==> src/rtl/racer_pkg.sv <==
// Shared types and constants for the split-screen racer game-state logic.
package racer_pkg;

  // Bit positions inside a {Up, Down, Left, Right} button nibble
  localparam int BTN_UP    = 3;
  localparam int BTN_DOWN  = 2;
  localparam int BTN_LEFT  = 1;
  localparam int BTN_RIGHT = 0;

  // Map pixel value that cars may not drive onto
  localparam logic [11:0] DEF_GRASS_COLOR = 12'h0A0;

  // Start positions in whole map pixels
  localparam int DEF_P1_X0 = 150;
  localparam int DEF_P1_Y0 = 200;
  localparam int DEF_P2_X0 = 170;
  localparam int DEF_P2_Y0 = 200;

  // Position in Q10.2: ten integer pixel bits, two fraction bits
  typedef logic [11:0] pos_t;

  // One game tick walks this sequence once, P1 first, then P2
  typedef enum logic [3:0] {
    ST_IDLE,
    ST_CALC1,
    ST_ADDR1,
    ST_WAIT1,
    ST_CHECK1,
    ST_CALC2,
    ST_ADDR2,
    ST_WAIT2,
    ST_CHECK2,
    ST_PUBLISH
  } state_t;

  // Q2 unit-vector x component for heading h (0 = north, clockwise)
  function automatic logic signed [3:0] dir_x(input logic [3:0] h);
    case (h)
      4'd0:    dir_x =  4'sd0;
      4'd1:    dir_x =  4'sd2;
      4'd2:    dir_x =  4'sd3;
      4'd3:    dir_x =  4'sd4;
      4'd4:    dir_x =  4'sd4;
      4'd5:    dir_x =  4'sd4;
      4'd6:    dir_x =  4'sd3;
      4'd7:    dir_x =  4'sd2;
      4'd8:    dir_x =  4'sd0;
      4'd9:    dir_x = -4'sd2;
      4'd10:   dir_x = -4'sd3;
      4'd11:   dir_x = -4'sd4;
      4'd12:   dir_x = -4'sd4;
      4'd13:   dir_x = -4'sd4;
      4'd14:   dir_x = -4'sd3;
      default: dir_x = -4'sd2;
    endcase
  endfunction

  // Q2 unit-vector y component for heading h (screen y grows southward)
  function automatic logic signed [3:0] dir_y(input logic [3:0] h);
    case (h)
      4'd0:    dir_y = -4'sd4;
      4'd1:    dir_y = -4'sd4;
      4'd2:    dir_y = -4'sd3;
      4'd3:    dir_y = -4'sd2;
      4'd4:    dir_y =  4'sd0;
      4'd5:    dir_y =  4'sd2;
      4'd6:    dir_y =  4'sd3;
      4'd7:    dir_y =  4'sd4;
      4'd8:    dir_y =  4'sd4;
      4'd9:    dir_y =  4'sd4;
      4'd10:   dir_y =  4'sd3;
      4'd11:   dir_y =  4'sd2;
      4'd12:   dir_y =  4'sd0;
      4'd13:   dir_y = -4'sd2;
      4'd14:   dir_y = -4'sd3;
      default: dir_y = -4'sd4;
    endcase
  endfunction

endpackage

==> src/rtl/car_step.sv <==
// Combinational single-car update: steering, throttle and candidate move.
module car_step
  import racer_pkg::*;
#(
  parameter int MAX_FWD = 4,
  parameter int MAX_REV = 2,
  parameter int MAP_W   = 320,
  parameter int MAP_H   = 240
) (
  input  logic [3:0]        btn,
  input  logic [3:0]        heading,
  input  logic signed [3:0] speed,
  input  pos_t              pos_x,
  input  pos_t              pos_y,
  output logic [3:0]        heading_new,
  output logic signed [3:0] speed_new,
  output pos_t              cand_x,
  output pos_t              cand_y,
  output logic              oob
);

  localparam logic signed [3:0]  SPD_MAX = 4'(MAX_FWD);
  localparam logic signed [3:0]  SPD_MIN = 4'(-MAX_REV);
  localparam logic signed [12:0] X_LIM   = 13'(MAP_W * 4);
  localparam logic signed [12:0] Y_LIM   = 13'(MAP_H * 4);

  logic              up, dn, lt, rt;
  logic signed [7:0]  dx, dy;
  logic signed [12:0] sx, sy;

  // Heading and speed follow the buttons; the move uses the updated values
  always_comb begin
    up = btn[BTN_UP];
    dn = btn[BTN_DOWN];
    lt = btn[BTN_LEFT];
    rt = btn[BTN_RIGHT];

    heading_new = heading;
    if (lt && !rt)      heading_new = heading - 4'd1;
    else if (rt && !lt) heading_new = heading + 4'd1;

    if (up && !dn)
      speed_new = (speed >= SPD_MAX) ? SPD_MAX : speed + 4'sd1;
    else if (dn && !up)
      speed_new = (speed <= SPD_MIN) ? SPD_MIN : speed - 4'sd1;
    else if (speed > 4'sd0)
      speed_new = speed - 4'sd1;
    else if (speed < 4'sd0)
      speed_new = speed + 4'sd1;
    else
      speed_new = 4'sd0;

    dx = 8'(speed_new) * 8'(dir_x(heading_new));
    dy = 8'(speed_new) * 8'(dir_y(heading_new));

    // 13-bit signed so that a step off the top/left edge shows up as negative
    sx = $signed({1'b0, pos_x}) + 13'(dx);
    sy = $signed({1'b0, pos_y}) + 13'(dy);

    oob    = sx[12] || sy[12] || (sx >= X_LIM) || (sy >= Y_LIM);
    cand_x = sx[11:0];
    cand_y = sy[11:0];
  end

endmodule

==> src/rtl/car_physics.sv <==
// Two-car game-state producer: one fixed-length update sequence per game tick,
// map collision through a shared ROM port, atomic publish to the renderer.
module car_physics
  import racer_pkg::*;
#(
  parameter int          TICK_DIV      = 1666666,
  parameter int          MAP_BASE_ADDR = 90001,
  parameter int          MAP_W         = 320,
  parameter int          MAP_H         = 240,
  parameter logic [11:0] GRASS_COLOR   = DEF_GRASS_COLOR,
  parameter int          MAX_FWD       = 4,
  parameter int          MAX_REV       = 2,
  parameter int          P1_X0         = DEF_P1_X0,
  parameter int          P1_Y0         = DEF_P1_Y0,
  parameter int          P2_X0         = DEF_P2_X0,
  parameter int          P2_Y0         = DEF_P2_Y0
) (
  input  logic        clk,
  input  logic        rst,
  input  logic [3:0]  p1_btn,
  input  logic [3:0]  p2_btn,
  output logic [17:0] map_addr,
  input  logic [11:0] map_data,
  output logic [9:0]  p1_world_x,
  output logic [9:0]  p1_world_y,
  output logic [3:0]  p1_degree,
  output logic [9:0]  p2_world_x,
  output logic [9:0]  p2_world_y,
  output logic [3:0]  p2_degree
);

  localparam int              CNT_W    = (TICK_DIV > 1) ? $clog2(TICK_DIV) : 1;
  localparam logic [CNT_W-1:0] CNT_LAST = CNT_W'(TICK_DIV - 1);

  state_t            state_q, state_d;
  logic [CNT_W-1:0]  cnt_q, cnt_d;
  logic              pend_q, pend_d;
  logic              tick;
  logic [3:0]        p1_s1_q, p1_s2_q, p2_s1_q, p2_s2_q;

  // Per-car live state (index 0 = P1, 1 = P2)
  pos_t              x_q [2], x_d [2];
  pos_t              y_q [2], y_d [2];
  logic [3:0]        hd_q [2], hd_d [2];
  logic signed [3:0] spd_q [2], spd_d [2];

  // Published outputs
  logic [9:0]        ox_q [2], ox_d [2];
  logic [9:0]        oy_q [2], oy_d [2];
  logic [3:0]        od_q [2], od_d [2];

  // Scratch results carried from CALC to CHECK
  pos_t              cx_q, cx_d, cy_q, cy_d;
  logic [3:0]        nhd_q, nhd_d;
  logic signed [3:0] nspd_q, nspd_d;
  logic              oob_q, oob_d;
  logic [17:0]       addr_q, addr_d;

  logic              car_sel;
  logic [3:0]        step_btn;
  logic [3:0]        step_hd;
  logic signed [3:0] step_spd;
  pos_t              step_cx, step_cy;
  logic              step_oob;
  logic              reject;

  // Word address of an in-bounds candidate; y*320 is built from two shifts
  function automatic logic [17:0] map_word(input pos_t qx, input pos_t qy);
    logic [9:0] px, py;
    px = qx[11:2];
    py = qy[11:2];
    map_word = 18'(MAP_BASE_ADDR) + {py, 8'b0} + {2'b0, py, 6'b0} + {8'b0, px};
  endfunction

  assign car_sel  = (state_q == ST_CALC2);
  assign step_btn = car_sel ? p2_s2_q : p1_s2_q;

  car_step #(
    .MAX_FWD (MAX_FWD),
    .MAX_REV (MAX_REV),
    .MAP_W   (MAP_W),
    .MAP_H   (MAP_H)
  ) u_step (
    .btn         (step_btn),
    .heading     (hd_q[car_sel]),
    .speed       (spd_q[car_sel]),
    .pos_x       (x_q[car_sel]),
    .pos_y       (y_q[car_sel]),
    .heading_new (step_hd),
    .speed_new   (step_spd),
    .cand_x      (step_cx),
    .cand_y      (step_cy),
    .oob         (step_oob)
  );

  assign tick   = (cnt_q == CNT_LAST);
  assign reject = oob_q || (map_data == GRASS_COLOR);

  // Sequencer: tick/pending start, per-car calc/lookup/commit, final publish
  always_comb begin
    state_d = state_q;
    cnt_d   = tick ? '0 : cnt_q + CNT_W'(1);
    pend_d  = pend_q;
    x_d     = x_q;
    y_d     = y_q;
    hd_d    = hd_q;
    spd_d   = spd_q;
    ox_d    = ox_q;
    oy_d    = oy_q;
    od_d    = od_q;
    cx_d    = cx_q;
    cy_d    = cy_q;
    nhd_d   = nhd_q;
    nspd_d  = nspd_q;
    oob_d   = oob_q;
    addr_d  = addr_q;

    if (state_q != ST_IDLE && tick) pend_d = 1'b1;

    case (state_q)
      ST_IDLE: begin
        if (tick || pend_q) begin
          state_d = ST_CALC1;
          pend_d  = 1'b0;
        end
      end
      ST_CALC1, ST_CALC2: begin
        state_d = (state_q == ST_CALC1) ? ST_ADDR1 : ST_ADDR2;
        cx_d    = step_cx;
        cy_d    = step_cy;
        nhd_d   = step_hd;
        nspd_d  = step_spd;
        oob_d   = step_oob;
        addr_d  = step_oob ? 18'd0 : map_word(step_cx, step_cy);
      end
      ST_ADDR1:  state_d = ST_WAIT1;
      ST_WAIT1:  state_d = ST_CHECK1;
      ST_ADDR2:  state_d = ST_WAIT2;
      ST_WAIT2:  state_d = ST_CHECK2;
      ST_CHECK1, ST_CHECK2: begin
        state_d = (state_q == ST_CHECK1) ? ST_CALC2 : ST_PUBLISH;
        // Heading always follows the stick; a rejected move also kills speed
        hd_d[state_q == ST_CHECK2]  = nhd_q;
        spd_d[state_q == ST_CHECK2] = reject ? 4'sd0 : nspd_q;
        if (!reject) begin
          x_d[state_q == ST_CHECK2] = cx_q;
          y_d[state_q == ST_CHECK2] = cy_q;
        end
      end
      ST_PUBLISH: begin
        state_d = ST_IDLE;
        for (int c = 0; c < 2; c++) begin
          ox_d[c] = x_q[c][11:2];
          oy_d[c] = y_q[c][11:2];
          od_d[c] = hd_q[c];
        end
      end
      default: state_d = ST_IDLE;
    endcase
  end

  // Game state, published outputs and button synchronisers
  always_ff @(posedge clk or posedge rst) begin
    if (rst) begin
      state_q  <= ST_IDLE;
      cnt_q    <= '0;
      pend_q   <= 1'b0;
      p1_s1_q  <= '0;
      p1_s2_q  <= '0;
      p2_s1_q  <= '0;
      p2_s2_q  <= '0;
      x_q[0]   <= 12'(P1_X0 * 4);
      y_q[0]   <= 12'(P1_Y0 * 4);
      x_q[1]   <= 12'(P2_X0 * 4);
      y_q[1]   <= 12'(P2_Y0 * 4);
      hd_q[0]  <= '0;
      hd_q[1]  <= '0;
      spd_q[0] <= '0;
      spd_q[1] <= '0;
      ox_q[0]  <= 10'(P1_X0);
      oy_q[0]  <= 10'(P1_Y0);
      ox_q[1]  <= 10'(P2_X0);
      oy_q[1]  <= 10'(P2_Y0);
      od_q[0]  <= '0;
      od_q[1]  <= '0;
      addr_q   <= '0;
    end else begin
      state_q  <= state_d;
      cnt_q    <= cnt_d;
      pend_q   <= pend_d;
      p1_s1_q  <= p1_btn;
      p1_s2_q  <= p1_s1_q;
      p2_s1_q  <= p2_btn;
      p2_s2_q  <= p2_s1_q;
      x_q      <= x_d;
      y_q      <= y_d;
      hd_q     <= hd_d;
      spd_q    <= spd_d;
      ox_q     <= ox_d;
      oy_q     <= oy_d;
      od_q     <= od_d;
      addr_q   <= addr_d;
    end
  end

  // CALC-to-CHECK scratch; always written before it is read in a sequence
  always_ff @(posedge clk) begin
    cx_q   <= cx_d;
    cy_q   <= cy_d;
    nhd_q  <= nhd_d;
    nspd_q <= nspd_d;
    oob_q  <= oob_d;
  end

  assign map_addr   = addr_q;
  assign p1_world_x = ox_q[0];
  assign p1_world_y = oy_q[0];
  assign p1_degree  = od_q[0];
  assign p2_world_x = ox_q[1];
  assign p2_world_y = oy_q[1];
  assign p2_degree  = od_q[1];

endmodule

==> config.mk <==
export PLATFORM = sky130hd
export DESIGN_NAME = car_physics
export DESIGN_NICKNAME = d
export VERILOG_FILES = /design/src/rtl/racer_pkg.sv /design/src/rtl/car_step.sv /design/src/rtl/car_physics.sv
export SDC_FILE = /design/constraint.sdc
export NUM_CORES = 1
export LEC_CHECK = 0
export ABC_AREA = 0
export BUFFER_PORTS_ARGS = -buffer_cell sky130_fd_sc_hd__buf_2
export CAP_MARGIN = 20
export CORE_UTILIZATION = 56
export CTS_CLUSTER_DIAMETER = 30
export DETAILED_ROUTE_END_ITERATION = 10
export PLACE_DENSITY = 0.85
export SYNTH_ARGS = -nofsm -noshare
export SYNTH_HDL_FRONTEND = slang
export SYNTH_HIERARCHICAL = 1
export SYNTH_SLANG_ARGS = --single-unit
==> constraint.sdc <==
create_clock -name clk -period 25 [get_ports clk]
set_input_delay 5 -clock clk [delete_from_list [all_inputs] [get_ports clk]]
set_output_delay 5 -clock clk [all_outputs]
set_load 0.01 [all_outputs]
==> metrics.md <==
| Metric | Value |
|---|---|
| GP Congestion | `0.9212` |
| Data arrival, critical path | `9820 ps` |
| CP max stage delay | `780 ps` |
| Startpoint types | `register` |
| CTS root buf | `clkbuf_16` |
| Row cnt | `54` |
| Syn_nets | `1259` |
| Cell seen most often among critical-path stages | `inv_1` |
| Worst Path Max Fanout | `17` |
| Setup TNS | `0 ps` |
| Clk slew on worst S/H paths | `50 ps` |
| Layout fillers | `1586` |
| Pwr Density | `roughly 96 mW/mm²` |
| Dpl hpwl | `18090 µm` |
| Clock insertion delay at the later pin of the skew report | `530 ps` |
| Initial Utilization | `57.40%` |
| H-Tree Depth | `2` |
| Max-Cap Viols | `0` |
| Synthesized flop and latch total | `205` |
| Avg Cell Area, Syn | `11.54 µm²` |
| Post-DRT Antenna Nets | `0` |
| Top FF cell, synth | `dfrtp_1` |
| CP top delay family | `adder cells` |
| P&R area growth vs syn | `17.81%` |
| Post-CTS Resized | `0` |
| Req. time, crit path | `between 20000 and 30000 ps` |
| Gr ovfl total | `0` |
| Final worst path period need | `9423 ps` |
| Routed vias | `~8500` |
| Die height | `151.8 µm` |
| First-pass GRT wire length | `44460 µm` |
| Total Power | `1.420 mW` |
| Tcrit/Tclk final | `between 30% and 40%` |
| Setup Slack @ Placement | `15670 ps` |
| Worst setup EP type | `register` |
| VDD IR max | `0.0001325 V` |
| # diodes | `0` |
| Top Ports | `88` |
| Slew HR | `35.97%` |
| Status | `finished clean` |
| PortBufs | `87` |
| CTS Buf Count | `46` |
| Placed cell areas | `0.01325 mm²` |
| Fin area | `approximately 0.015 mm²` |
| Hold Path Class | `reg -> reg` |
| DR DRC count | `0` |
| Post-Synthesis Cell Area | `about 0.013 mm²` |
| Yosys synthesis warning count | `6` |
| RSZ-0062 raised after global routing | `false` |
| Post-synth ARST share | `83.90%` |
| Max Fclk | `0.1061 GHz` |
| Sequential share of the synthesized area | `~42%` |
| Post-synthesis cell type count | `77` |
| Routed WL | `around 27000 µm` |
| Final setup margin | `15580 ps` |
| Leakage power | `7.411 nW` |
| Cells after Synth | `approximately 1100` |
| Post-CTS Setup Repair Bufs | `0` |
| Num Clock Sinks | `between 200 and 250` |
| Layout cells sized above 1 | `between 20% and 30%` |
| Vias per cell | `5.595` |
| Post-CTS Hold Buffers | `0` |
| Vias in the first global route | `9022` |
| Final max-slew violation count | `0` |
| Tightest Pin Transition | `956.3 ps` |
| Die width | `~150 µm` |
| Kind of critical path | `reg -> reg` |
| Final setup fails | `0` |
| Max clock buf depth | `3` |
| Most frequent cells in the layout | `inv_1 (146), dfrtp_1 (144), mux2_2 (98), ha_1 (97), buf_2 (87)` |
| CP Buf/Inv Count | `7` |
| Most common cell after layout, fill and taps aside | `inv_1` |
| CP max stage cell | `fa_1` |
| Endpoints failing hold | `0` |
| 1st-pass router iterations | `4` |
| Final nets | `1369` |
| Die area | `0.02304 mm²` |
| DR iter-0 viols | `about 340` |
| Drt wl/cell | `~18 µm` |
| CTS tree | `done` |
| Core ar. | `0.02189 mm²` |
| Initial antenna violation count | `0` |
| Worst Clk Skew | `approximately 20 ps` |
| Total GRT Usage | `between 20% and 30%` |
| Largest net degree at the start of global routing | `96` |
| Post-synth EDFFs | `33` |
==> synthesized netlist by cell type (3+ instances only) <==
cell type	number	area (µm²)
a21o_1	5	37.54
a21oi_1	33	165.2
a22o_1	13	113.9
a31oi_1	6	37.54
and2_1	9	56.30
and3_1	3	18.77
buf_2	12	60.06
buf_6	4	45.04
clkbuf_1	13	48.80
dfrtp_1	144	3603
dfstp_2	28	735.7
edfxtp_1	33	991.0
fa_1	51	1021
ha_1	97	1214
inv_1	147	551.8
inv_2	4	15.01
mux2_1	42	473.0
mux2_2	98	1104
mux2i_1	5	50.05
nand2_1	52	195.2
nand2b_1	14	87.58
nand3_1	24	120.1
nand4_1	8	50.05
nor2_1	50	187.7
nor2b_1	9	56.30
nor3_1	10	50.05
nor4_1	5	31.28
nor4b_1	3	26.28
o211ai_1	5	37.54
o21a_1	9	67.56
o21ai_0	31	155.2
o221ai_1	4	35.03
o22ai_1	3	18.77
or3_1	5	31.28
xnor2_1	41	359.1
xor2_1	14	122.6
==> report_power, final <==
part | internal (mW) | switching [mW] | leakage [nW] | total [mW]
logic | 0.186 | 0.299 | 4.16 | 0.486
registers | 0.345 | 0.000422 | 2.52 | 0.346
clock network | 0.387 | 0.201 | 0.737 | 0.588
==> through the flow <==
| step | hold slack [ps] | cells | utilization, % |
|---|---|---|---|
| finish | 354.2 | 1515 | 67.62 |
| global route | 359.2 | 1515 | 67.62 |
| CTS | 354.6 | 1514 | 67.50 |
| detailed placement | 335.5 | 1430 | 60.51 |
| global placement | 336.3 | 1430 | 60.51 |
| floorplan | 331.2 | 1089 | - |
==> per-layer routing <==
layer | vias up | global-route usage (%) | part of all wire [%] | wire, µm
met4 | 0 | 10.20 | 3.0 | 805
met2 | 267 | 41.25 | 49 | 13220
met3 | 70 | 5.180 | 5.9 | 1603
met5 | - | 0 | 0 | 0
met1 | 4178 | 31.03 | 42 | 11490
li1 | 3961 | - | - | -
==> sequential cells by signal, summed over array words and instances, names as in the netlist, 8 cells and up <==
| signal | flops |
|---|---|
| cx_q | 12 |
| p1_world_y | 10 |
| map_addr | 18 |
| p2_world_x | 10 |
| cnt_q | 21 |
| p2_world_y | 10 |
| hd_q | 8 |
| cy_q | 12 |
| p1_world_x | 10 |
| x_q | 24 |
| y_q | 24 |
| spd_q | 8 |
==> kinds of logic (layout without fill, tap and decap cells) <==
kind of cell    count (synthesis)  count (layout)  synth area share [%]
flops                         205             205                 42.42
simple gates                  209             209                 8.723
mux                           147             147                 13.30
compound gates                141             141                 7.728
buf+inv                       182             328                 5.855
fa+ha+maj                     148             148                 17.79
xor+xnor                       57              57                 4.182
==> layout make-up <==
cell class	instances	area (µm²)	area share, %
flip-flops and latches	205	5330	36.01
clock inverters	28	257.7	1.741
multi-input cells	702	6520	44.05
clock buffers	56	1272	8.596
inverters	151	571.8	3.863
repair buffers	93	500.5	3.381
well taps	280	350.3	2.367
==> final timing paths <==
| check | end | from | cells past startpoint | slack [ps] |
|---|---|---|---|---|
| worst max-delay path | map_addr[12] | state_q[1] | 34 | 15580 |
| worst min-delay path | p1_s2_q[3] | p1_s1_q[3] | 0 | 350 |
| worst max register to register | map_addr[12] | state_q[1] | 34 | 15580 |
| worst min register to register | p1_s2_q[3] | p1_s1_q[3] | 0 | 350 |
| max in group asynchronous | p1_world_x[7] | rst | 4 | 19170 |
| min in group asynchronous | y_q[12] | rst | 2 | 4650 |
Power figures use the tool's default switching activity.
